<file path="src/rtl/dbuf_pkg.sv">
// Shared types and helpers for the ping-pong double-buffer controller.
// Declarations only: no latency and no flow control of its own.
package dbuf_pkg;
    localparam int RD_LAT_LOW  = 1;
    localparam int RD_LAT_HIGH = 2;

    typedef logic bank_t;

    typedef struct packed {
        logic  valid;
        bank_t bank;
        logic  last;
    } rd_tag_t;

    function automatic int clogb2(input int value);
        int res;
        res = 0;
        for (int i = 0; i < 31; i++) begin
            if ((value >> i) != 0) res = i + 1;
        end
        return res;
    endfunction
endpackage

</file>
<file path="src/rtl/dbuf_skid_fifo.sv">
// First-word-fall-through register FIFO with occupancy count.
// Latency: a push is visible at the output next cycle; the head holds until out_rdy_i pops it.
module dbuf_skid_fifo
    import dbuf_pkg::*;
#(
    parameter  int WIDTH = 8,
    parameter  int DEPTH = 2,
    localparam int CNT_W = $clog2(DEPTH + 1)
) (
    input  logic             clka,
    input  logic             rstb,
    input  logic             in_vld_i,
    input  logic [WIDTH-1:0] in_dat_i,
    output logic             out_vld_o,
    output logic [WIDTH-1:0] out_dat_o,
    input  logic             out_rdy_i,
    output logic [CNT_W-1:0] cnt_o
);
    localparam int PTR_W = (DEPTH > 1) ? $clog2(DEPTH) : 1;

    logic [WIDTH-1:0] mem_q [DEPTH];
    logic [PTR_W-1:0] wptr_q, rptr_q;
    logic [CNT_W-1:0] cnt_q;
    logic             push, pop;

    function automatic logic [PTR_W-1:0] ptr_inc(input logic [PTR_W-1:0] p);
        return (p == PTR_W'(DEPTH - 1)) ? '0 : p + 1'b1;
    endfunction

    assign push      = in_vld_i;
    assign out_vld_o = (cnt_q != '0);
    assign pop       = out_vld_o & out_rdy_i;
    assign out_dat_o = mem_q[rptr_q];
    assign cnt_o     = cnt_q;

    always_ff @(posedge clka) begin
        if (push) mem_q[wptr_q] <= in_dat_i;
    end

    always_ff @(posedge clka) begin
        if (rstb) begin
            wptr_q <= '0;
            rptr_q <= '0;
            cnt_q  <= '0;
        end else begin
            if (push) wptr_q <= ptr_inc(wptr_q);
            if (pop)  rptr_q <= ptr_inc(rptr_q);
            cnt_q <= cnt_q + CNT_W'(push) - CNT_W'(pop);
        end
    end

    // The issue throttle upstream keeps outstanding reads within DEPTH.
    always_ff @(posedge clka) begin
        if (!rstb) assert (!(push && !pop && (cnt_q == CNT_W'(DEPTH))));
    end
endmodule

</file>
<file path="src/rtl/dbuf_pingpong_ctrl.sv">
// Ping-pong controller: producer fills one external BRAM bank while the consumer drains the other.
// Latency: first rd_valid RD_LAT+1 cycles after a bank fills; rd_ready back-pressure throttles read issue via the skid FIFO.
module dbuf_pingpong_ctrl
    import dbuf_pkg::*;
#(
    parameter int DATA_W    = 32,
    parameter int RAM_DEPTH = 512,
    parameter int ADDR_W    = clogb2(RAM_DEPTH - 1),
    parameter int BLOCK_LEN = 512,
    parameter int RD_LAT    = RD_LAT_LOW
) (
    input  logic              clka,
    input  logic              rstb,
    input  logic              wr_valid,
    input  logic [DATA_W-1:0] wr_data,
    output logic              wr_ready,
    output logic              rd_valid,
    output logic [DATA_W-1:0] rd_data,
    input  logic              rd_ready,
    output logic              rd_last,
    output logic [1:0]        bank_full,
    output logic [ADDR_W-1:0] ram_addra,
    output logic [DATA_W-1:0] ram_dina,
    output logic [1:0]        ram_wea,
    output logic [ADDR_W-1:0] ram_addrb,
    output logic [1:0]        ram_enb,
    input  logic [DATA_W-1:0] ram_doutb0,
    input  logic [DATA_W-1:0] ram_doutb1
);
    localparam int                FIFO_DEPTH = RD_LAT + 1;
    localparam int                FIFO_CNT_W = $clog2(FIFO_DEPTH + 1);
    localparam logic [ADDR_W-1:0] LAST_ADDR  = ADDR_W'(BLOCK_LEN - 1);

    bank_t             wbank_q, wbank_d, rbank_q, rbank_d;
    logic [ADDR_W-1:0] wcnt_q, wcnt_d, rcnt_q, rcnt_d;
    logic [1:0]        bank_full_q, bank_full_d;
    rd_tag_t           tag_q [RD_LAT];
    rd_tag_t           tag_d [RD_LAT];
    rd_tag_t           tag_exit;

    logic                  wr_fire, wr_at_end, rd_issue, rd_at_end, rd_pop;
    logic [FIFO_CNT_W-1:0] fifo_cnt;
    int                    occ;

    assign wr_ready  = !bank_full_q[wbank_q];
    assign wr_fire   = wr_valid & wr_ready;
    assign wr_at_end = (wcnt_q == LAST_ADDR);
    assign rd_at_end = (rcnt_q == LAST_ADDR);
    assign rd_pop    = rd_valid & rd_ready;
    assign bank_full = bank_full_q;

    assign ram_addra = wcnt_q;
    assign ram_dina  = wr_data;
    assign ram_wea   = wr_fire ? (2'b01 << wbank_q) : 2'b00;
    assign ram_addrb = rcnt_q;
    assign ram_enb   = rd_issue ? (2'b01 << rbank_q) : 2'b00;

    // Occupancy counts FIFO words plus reads still in the BRAM pipe, net of this cycle's pop.
    always_comb begin
        occ = int'(fifo_cnt) - int'(rd_pop);
        for (int i = 0; i < RD_LAT; i++) occ += int'(tag_q[i].valid);
        rd_issue = bank_full_q[rbank_q] && (occ < RD_LAT + 1);
    end

    always_comb begin
        wcnt_d      = wcnt_q;
        wbank_d     = wbank_q;
        rcnt_d      = rcnt_q;
        rbank_d     = rbank_q;
        bank_full_d = bank_full_q;
        if (wr_fire) begin
            if (wr_at_end) begin
                wcnt_d               = '0;
                wbank_d              = ~wbank_q;
                bank_full_d[wbank_q] = 1'b1;
            end else begin
                wcnt_d = wcnt_q + 1'b1;
            end
        end
        // Writer and reader always own different banks, so both updates can land together.
        if (rd_issue) begin
            if (rd_at_end) begin
                rcnt_d               = '0;
                rbank_d              = ~rbank_q;
                bank_full_d[rbank_q] = 1'b0;
            end else begin
                rcnt_d = rcnt_q + 1'b1;
            end
        end
    end

    always_comb begin
        tag_d[0].valid = rd_issue;
        tag_d[0].bank  = rbank_q;
        tag_d[0].last  = rd_at_end;
        for (int i = 1; i < RD_LAT; i++) tag_d[i] = tag_q[i-1];
    end

    always_ff @(posedge clka) begin
        if (rstb) begin
            wbank_q     <= '0;
            rbank_q     <= '0;
            wcnt_q      <= '0;
            rcnt_q      <= '0;
            bank_full_q <= '0;
            tag_q       <= '{default: '0};
        end else begin
            wbank_q     <= wbank_d;
            rbank_q     <= rbank_d;
            wcnt_q      <= wcnt_d;
            rcnt_q      <= rcnt_d;
            bank_full_q <= bank_full_d;
            tag_q       <= tag_d;
        end
    end

    assign tag_exit = tag_q[RD_LAT-1];

    dbuf_skid_fifo #(
        .WIDTH (DATA_W + 1),
        .DEPTH (FIFO_DEPTH)
    ) u_skid (
        .clka      (clka),
        .rstb      (rstb),
        .in_vld_i  (tag_exit.valid),
        .in_dat_i  ({tag_exit.last, (tag_exit.bank ? ram_doutb1 : ram_doutb0)}),
        .out_vld_o (rd_valid),
        .out_dat_o ({rd_last, rd_data}),
        .out_rdy_i (rd_ready),
        .cnt_o     (fifo_cnt)
    );
endmodule

</file>
<file path="config.mk">
export PLATFORM = sky130hd
export DESIGN_NAME = dbuf_pingpong_ctrl
export DESIGN_NICKNAME = d
export VERILOG_FILES = /design/src/rtl/dbuf_pkg.sv /design/src/rtl/dbuf_skid_fifo.sv /design/src/rtl/dbuf_pingpong_ctrl.sv
export SDC_FILE = /design/constraint.sdc
export NUM_CORES = 1
export LEC_CHECK = 0
export CAP_MARGIN = 20
export CELL_PAD_IN_SITES_DETAIL_PLACEMENT = 0
export CELL_PAD_IN_SITES_GLOBAL_PLACEMENT = 2
export CORE_AREA = 3 3 113 170
export CTS_CLUSTER_SIZE = 40
export DETAILED_ROUTE_END_ITERATION = 12
export DIE_AREA = 0 0 116 173
export PLACE_DENSITY_LB_ADDON = 0.1
export SYNTH_ARGS = -nofsm -noshare
export SYNTH_HDL_FRONTEND = slang
export SYNTH_SLANG_ARGS = --single-unit
</file>
<file path="constraint.sdc">
create_clock -name clka -period 5.26 [get_ports clka]
set_clock_uncertainty 0.05 [all_clocks]
set_input_delay 0.789 -clock clka [delete_from_list [all_inputs] [get_ports clka]]
set_output_delay 0.789 -clock clka [all_outputs]
set_load 0.005 [all_outputs]
</file>
[Word-level counts from Yosys, hierarchy flattened]
Memory sizes are Yosys's and may differ from the RTL's. A register that Yosys moved wholly into a read port is not among the register bits.
Cells that the tools add are included.
Word-level totals
  memories kept: 1
  logic and storage cells: 66
  bits in registers: 29
  RAM bits: 66
Memory list
  u_skid.mem_q: depth 2, bits a word 33, rd ports 1, clocked after Yosys merged registers in 1, wr ports 1, line dbuf_skid_fifo.sv:21  | logic [WIDTH-1:0] mem_q [DEPTH];
Cells by class
  equality and inequality tests: 2
  $add $sub $neg: 8
  multiplexer cells: 23
  bitwise gates (word level): 7
  magnitude comparators: 5
  shifts and indexed selects: 2
  reductions and logical operators: 7
Operators by type and width (count)
  $mux 32: 1
  $add 9x1->9 const B: 2
  $eq 9x9->1 const B: 2
  $mux 9: 2
  $mux 1: 12
  $mux 2: 6
  $add 3x2->4: 1
  $lt 1x2->1 const B: 2
  $lt 4x3->1 const B: 1
  $reduce_and 2->1: 2
  $shl 1x1->2 const A: 2
  $logic_and 1x1->1: 3
  $sub 2x1->3: 1
  $add 1x1->1 const B: 2
  $add 2x1->2: 1
  $and 1x1->1: 2
  $and 2x2->2: 1
  $demux 1 s1: 2
  $ge 1x1->1 const B: 2
  $not 1->1: 2
  $not 2->2: 1
  $or 2x2->2: 1
  $reduce_bool 2->1: 1
  $sub 2x1->2: 1
  $logic_not 1->1: 1

[Longest topological paths before layout]
Gate-level depths: netlist of the first run.
  word-level depth: 10
  depth in mapped cells: 9
  gate-level depth less buffers: 8

[Modules after synthesis]
A second synthesis of the first run with hierarchy kept.
Unflattened totals
  cell total of the unflattened synthesis: 340
  area, all modules: 4629.4 um2
By module, submodules not included
  dbuf_skid_fifo: area an instance 2773.9 um2, times used 1, cells each 125, sequential area each 2082.0 um2
  dbuf_pingpong_ctrl: area an instance 1855.5 um2, times used 1, cells each 215, sequential area each 500.5 um2

[Least setup slack after synthesis of the first run]
No wires, ideal clock.
  path type: input -> output
  from: in rd_ready
  to: out ram_enb[1]
  path buffers: 1
  data arrival time: 2010 ps
  stages: 7
  required time: 4421 ps
  path slack: 2411 ps
  cell sequence: and3b_1 o21bai_1 ha_1 inv_1 fa_1 buf_2 and3_1
Between the ends
  cells in the longest elaborated chain, start to end: 6
Ends and longest elaborated chain
  from (decl): line dbuf_pingpong_ctrl.sv:19  | input logic rd_ready,
  $and 1x1->1: line dbuf_pingpong_ctrl.sv:49  | assign rd_pop = rd_valid & rd_ready;
  $sub 2x1->3: line dbuf_pingpong_ctrl.sv:60  | occ = int'(fifo_cnt) - int'(rd_pop);
  $add 3x2->4: line dbuf_pingpong_ctrl.sv:61  | for (int i = 0; i < RD_LAT; i++) occ += int'(tag_q[i].valid);
  $lt 4x3->1: line dbuf_pingpong_ctrl.sv:62  | rd_issue = bank_full_q[rbank_q] && (occ < RD_LAT + 1);
  $logic_and 1x1->1: line dbuf_pingpong_ctrl.sv:62
  $mux 2: line dbuf_pingpong_ctrl.sv:56  | assign ram_enb = rd_issue ? (2'b01 << rbank_q) : 2'b00;
  to (decl): line dbuf_pingpong_ctrl.sv:26  | output logic [1:0] ram_enb,
Every way passes these cells.

[Worst setup path after layout of the first run]
Ends and elaborated chain as after synthesis.

==> results.sh, run 1 <==
export IMPL_p_per_area_mw_per_mm2=252.6
export IMPL_routed_wirelength_um=10530
export IMPL_cts_buffers=9
export IMPL_fill_cells=1792
export IMPL_ant_nets=0
export IMPL_r2r_cells=8
export IMPL_cts_sinks=96
export IMPL_yosysWarnings=0
export IMPL_antenna_found_initial=0
export IMPL_synth_top_area_share_pct=44.58
export IMPL_die_area_mm2=0.02007
export IMPL_yosysTopAreaCell="edfxtp_1"
export IMPL_cts_setup_buffers=0
export IMPL_slowest_delay_ns=0.51
export IMPL_reg2reg_from="u_skid.cnt_o[0]"
export IMPL_drv_cap=0
export IMPL_clk_insertion_delay_late_ns=0.34
export IMPL_drc=0
export IMPL_synth_seq_area_share_pct=58.09
export IMPL_crit_slowest_cell="fa_1"
export IMPL_clk_pin_slew_ns=0.07
export IMPL_rrSetupSlack_ns=2.88
export IMPL_areaGrowthSynthToFinish_pct=34.65
export IMPL_drive_gt1_share_pct=20.18
export IMPL_path_cells="clkdlybuf4s50_1 > and3b_1 > o21bai_1 > ha_1 > inv_1 > fa_1 > and3_1 > clkdlybuf4s50_1"
export IMPL_num_antenna_cells=0
export IMPL_min_to="u_skid.mem_q[0][32]"
export IMPL_ys_async_sr_fraction_pct=0
export IMPL_cp_data_required_time_ns=4.42
export IMPL_worst_pin_slew_ns=0.8868
export IMPL_synth_edf_count=66
export IMPL_initial_core_util_pct=24.88
export IMPL_p_leak_nw=1.938
export IMPL_cp_arrival_ns=3.12
export IMPL_grt_use_total_pct=10.61
export IMPL_grt_max_degree=34
export IMPL_fin_tns_setup_ns=0
export IMPL_first_pass_iters=5
export IMPL_r2r_end="ram_addrb[5]"
export IMPL_design_area_mm2=0.005986
export IMPL_rows=60
export IMPL_start_kind="primary input"
export IMPL_hold_path_class="flip-flop to flip-flop"
export IMPL_cts_root_buf="clkbuf_16"
export IMPL_synth_area_top_cells="edfxtp_1 45%, mux2_2 17%, dfxtp_1 14%"
export IMPL_dieHeight_um=173
export IMPL_syn_inst=341
export IMPL_place_gp_congestion=0.7078
export IMPL_ir_drop_uv=123.2
export IMPL_via_per_inst=4.501
export IMPL_synth_ff_type="edfxtp_1"
export IMPL_drtIter0Drc=81
export IMPL_slew_headroom_pct=40.88
export IMPL_fin_nets=539
export IMPL_crit_top_cell="clkdlybuf4s50_1"
export IMPL_cts_tree="yes"
export IMPL_period_share_pct=75.23
export IMPL_worstSetupPathType="primary input to output pin"
export IMPL_critPathCaptureType="output pin"
export IMPL_grt_pass1_wl_um=16720
export IMPL_postPlaceCellArea_mm2=0.005680
export IMPL_setup_viol=0
export IMPL_avgSynthCellArea_um2=13.04
export IMPL_finalCriticalPeriod_ns=3.957
export IMPL_rsz0062_at_grt="false"
export IMPL_status="finished, final reports clean"
export IMPL_hp_start="tag_exit[0]"
export IMPL_place_hpwl_um=7275
export IMPL_num_io_pins=191
export IMPL_netlist_area_mm2=0.004446
export IMPL_final_max_slew_viol_count=0
export IMPL_holdBufCountCts=0
export IMPL_hold_depth=0
export IMPL_synth_common_cells="66 x edfxtp_1, 66 x mux2_2, 32 x buf_4, 30 x dfxtp_1, 17 x a21oi_1"
export IMPL_ys_types=38
export IMPL_final_hold_viol_count=0
export IMPL_via_count=2939
export IMPL_cts_buffer_depth=2
export IMPL_synth_nets=448
export IMPL_grt_overflow_total=0
export IMPL_core_area_mm2=0.01787
export IMPL_max_freq_mhz=252.7
export IMPL_path_max_fanout=9
export IMPL_fp_dieW_um=116
export IMPL_cts_resized_gates=0
export IMPL_port_buffers=126
export IMPL_synth_seq_cells=96
export IMPL_h_tree_depth=3
export IMPL_post_drt_wl_per_cell_um=16.12
export IMPL_grt_pass1_vias=3199
==> sequential cells by signal (all words and copies together), names as in the netlist, named ones only <==
signal,count
u_skid.wptr_q,1
tag_exit,3
u_skid.cnt_o,2
wbank_q,1
ram_addra,9
u_skid.rptr_q,1
bank_full,2
rbank_q,1
ram_addrb,9
u_skid.mem_q,66
==> stage by stage <==
stage	cells	power (W)	hold slack (ns)	utilization [%]	setup WS, ns
finish	653	0.001512	0.3791	33.50	1.303
global route	653	0.001568	0.4109	33.50	1.142
CTS	652	0.001538	0.3817	33.35	1.273
detailed placement	637	0.0009042	0.3650	31.79	1.287
global placement	636	0.0009031	0.3647	31.75	1.283
floorplan	341	0.0008645	0.3537	-	2.411
==> layer usage <==
| layer | part of all wire (%) | up-vias | global-route usage [%] |
|---|---|---|---|
| met2 | 50 | 97 | 18.49 |
| met1 | 42 | 1414 | 12.15 |
| met4 | 1.6 | 0 | 4.161 |
| li1 | - | 1411 | - |
| met5 | 0 | - | 0 |
| met3 | 6.3 | 17 | 2.801 |
==> cell usage in the layout, fill, tap and decap left out, types with 5 or more instances in the layout <==
cell type / n
clkdlybuf4s50_1: 126
mux2_2: 66
edfxtp_1: 66
dfxtp_1: 28
a21oi_1: 17
o21ai_0: 16
nor2_1: 12
inv_1: 9
clkbuf_16: 9
nand2_1: 8
nand3_1: 7
or3_1: 7
nand4_1: 6
o31ai_1: 6
or4_1: 6
ha_1: 6
nor2b_1: 5
==> logic make-up after synthesis <==
group | count (synthesis) | synth area share, %
mux | 70 | 17.73
buf+inv | 57 | 7.881
simple gates | 60 | 7.346
flops | 96 | 58.09
fa+ha+maj | 7 | 2.139
compound gates | 49 | 6.417
xor+xnor | 2 | 0.3941
==> critical path: cells and delay by family <==
kind | cells | cell delay [ns]
AO/OA/AOI/OAI | 1 | 0.16
buffers and inverters | 3 | 1.00
AND/OR/NAND/NOR | 2 | 0.49
adder cells (fa/ha/maj) | 2 | 0.69
==> where the power goes <==
part	internal [W]	switching [W]	total, W
logic	0.0000570	0.0000221	0.0000791
clock network	0.000326	0.000300	0.000626
registers	0.000805	0.00000136	0.000807
total	0.00119	0.000324	0.00151
==> how the worst max path moves through the flow <==
stage | start | endpoint | slack, ns | depth (start not counted)
floorplan | rd_ready | ram_enb[1] | 2.41 | 7
global route | rd_ready | ram_enb[1] | 1.14 | 8
global placement | rd_ready | ram_enb[1] | 1.28 | 8
CTS | rd_ready | ram_enb[1] | 1.27 | 8
finish | rd_ready | ram_enb[1] | 1.30 | 8
detailed placement | rd_ready | ram_enb[1] | 1.29 | 8
==> cell type report <==
class                   count  area, µm²  share of cell area, %
multi-input cells         188       1521                  25.42
clock buffers               9      225.2                  3.763
clock inverters             6      52.55                 0.8779
well taps                 217      271.5                  4.536
flip-flops and latches     96       2585                  43.19
inverters                   9      33.78                 0.5644
repair buffers            128       1296                  21.66
(Power assumes the default switching activity.)
==> inputs of run 2 (changes only) <==
CORE_AREA = 3 3 116 173   (was 3 3 113 170)
DIE_AREA = 0 0 119 176   (was 0 0 116 173)
clock period = 3.2 ns   (was 5.26 ns; I/O delays follow)
==> run 2 against run 1 <==
Against the previous run:
- combinational power up 68%
- sequential share of layout area is 0.63 points lower
- hold slack gained 0.0089 ns
- critical endpoint unchanged
==> results.sh, run 2 (synthesized netlist as in run 1, its figures left out) <==
export IMPL_ir_drop_uv=180.4
export IMPL_dieHeight_um=176
export IMPL_combPwrFrac_pct=5.3
export IMPL_power_net_switching_w=0.0005342
export IMPL_switching_share_pct=21.37
export IMPL_routed_wirelength_um=10840
export IMPL_ant_nets=0
export IMPL_holdBufCountCts=0
export IMPL_cts_resized_gates=0
export IMPL_min_to="u_skid.mem_q[0][32]"
export IMPL_final_common_cell="clkdlybuf4s50_1"
export IMPL_seq_power_share_pct=53.1
export IMPL_setup_viol=0
export IMPL_r2r_cells=9
export IMPL_grt_overflow_total=0
export IMPL_cts_sinks=96
export IMPL_fin_tns_setup_ns=0
export IMPL_cellInternalPower_w=0.001965
export IMPL_fin_cells=695
export IMPL_clk_pin_slew_ns=0.07
export IMPL_cp_arrival_ns=2.53
export IMPL_cts_buffers=9
export IMPL_period_share_pct=95.68
export IMPL_rrSetupSlack_ns=0.95
export IMPL_core_area_mm2=0.01870
export IMPL_hold_path_class="flip-flop to flip-flop"
export IMPL_via_per_inst=4.279
export IMPL_grt_use_total_pct=10.46
export IMPL_pwr_share_clk_pct=41.6
export IMPL_cts_buffer_depth=2
export IMPL_drive_gt1_share_pct=22.12
export IMPL_drv_cap=0
export IMPL_cts_root_buf="clkbuf_16"
export IMPL_drc=0
export IMPL_critPathCaptureType="output pin"
export IMPL_cts_setup_buffers=0
export IMPL_via_count=2974
export IMPL_worstSetupPathType="primary input to output pin"
export IMPL_p_leak_nw=1.974
export IMPL_finalCriticalPeriod_ns=3.062
export IMPL_max_freq_mhz=326.6
export IMPL_final_max_slew_viol_count=0
export IMPL_rsz0062_at_grt="false"
export IMPL_place_gp_congestion=0.7084
export IMPL_worst_pin_slew_ns=0.8576
export IMPL_hp_start="tag_exit[0]"
export IMPL_grt_pass1_vias=3154
export IMPL_antenna_found_initial=0
export IMPL_hold_depth=0
export IMPL_fin_nets=545
export IMPL_start_kind="primary input"
export IMPL_grt_pass1_wl_um=16980
export IMPL_post_drt_wl_per_cell_um=15.59
export IMPL_initial_core_util_pct=23.77
export IMPL_p_per_area_mw_per_mm2=411.5
export IMPL_drtIter0Drc=75
export IMPL_mostFrequentLayoutCells="126 x clkdlybuf4s50_1, 66 x mux2_2, 66 x edfxtp_1"
export IMPL_port_buffers=126
export IMPL_place_hpwl_um=7847
export IMPL_grt_max_degree=34
export IMPL_largest_reg_flops=66
export IMPL_fp_dieW_um=119
export IMPL_h_tree_depth=3
export IMPL_r2r_end="ram_addrb[7]"
export IMPL_die_area_mm2=0.02094
export IMPL_path_max_fanout=3
export IMPL_reg2reg_from="u_skid.cnt_o[0]"
export IMPL_areaGrowthSynthToFinish_pct=36.65
export IMPL_largest_register="u_skid.mem_q"
export IMPL_rows=61
export IMPL_final_hold_viol_count=0
export IMPL_status="finished, final reports clean"
export IMPL_clk_insertion_delay_late_ns=0.35
export IMPL_cp_data_required_time_ns=2.67
export IMPL_dp_cells=679
export IMPL_slew_headroom_pct=42.83
export IMPL_first_pass_iters=4
export IMPL_num_io_pins=191
export IMPL_num_antenna_cells=0
export IMPL_cts_tree="yes"
==> run 2: routing by layer <==
| metal | part of all wire (%) | vias to the layer above | GRT usage [%] |
|---|---|---|---|
| li1 | - | 1425 | - |
| met1 | 42 | 1426 | 12.02 |
| met2 | 50 | 112 | 17.55 |
| met3 | 6.5 | 11 | 3.686 |
| met4 | 1.6 | 0 | 4.495 |
| met5 | 0 | - | 0 |
==> run 2: worst max path at each step <==
| stage | start | to | slack (ns) |
|---|---|---|---|
| after floorplan | tag_exit[2] | u_skid.mem_q[0][0] | 0.82 |
| after global placement | rd_ready | ram_enb[1] | 0.06 |
| after detailed placement | rd_ready | ram_enb[1] | 0.07 |
| after CTS | rd_ready | ram_enb[1] | 0.05 |
| after global routing | rd_ready | ram_enb[1] | 0.009 |
| final | rd_ready | ram_enb[1] | 0.14 |
==> run 2: stage by stage <==
stage               hold slack [ns]  utilization (%)  setup slack [ns]  power, W  instance area (µm²)
floorplan                    0.3537                -            0.8212  0.001421                 4446
global placement             0.3658            30.89           0.06070  0.001487                 5777
detailed placement           0.3747            30.89           0.07304  0.001489                 5777
CTS                          0.3933            32.44           0.05209  0.002555                 6066
global route                 0.3953            32.49          0.009214  0.002608                 6075
finish                       0.3880            32.49            0.1381  0.002500                 6075
==> run 2: critical path, cell delays in order <==
cell and delay [ns]:
clkdlybuf4s50_1 0.51, and3b_1 0.18, o21bai_2 0.13, ha_2 0.18
inv_1 0.05, fa_2 0.36, and3_1 0.19, clkdlybuf4s50_1 0.45
==> run 2: power groups by stage <==
stage	combinational [W]	clock, W	sequential [W]
4_1_cts	0.000135	0.00109	0.00133
3_5_place_dp	0.000135	0	0.00135
2_1_floorplan	0.0000671	0	0.00135
6_report	0.000133	0.00104	0.00133
3_3_place_gp	0.000133	0	0.00135
5_1_grt	0.000145	0.00114	0.00133
==> run 2: cell type report <==
| cell class | instances | area, µm² |
|---|---|---|
| timing repair buffer | 134 | 1321 |
| clock inverter | 7 | 63.81 |
| clock buffer | 9 | 225.2 |
| multi-input combinational | 188 | 1530 |
| sequential | 96 | 2585 |
| fill | 1921 | 12620 |
| inverter | 9 | 33.78 |
| tap | 252 | 315.3 |
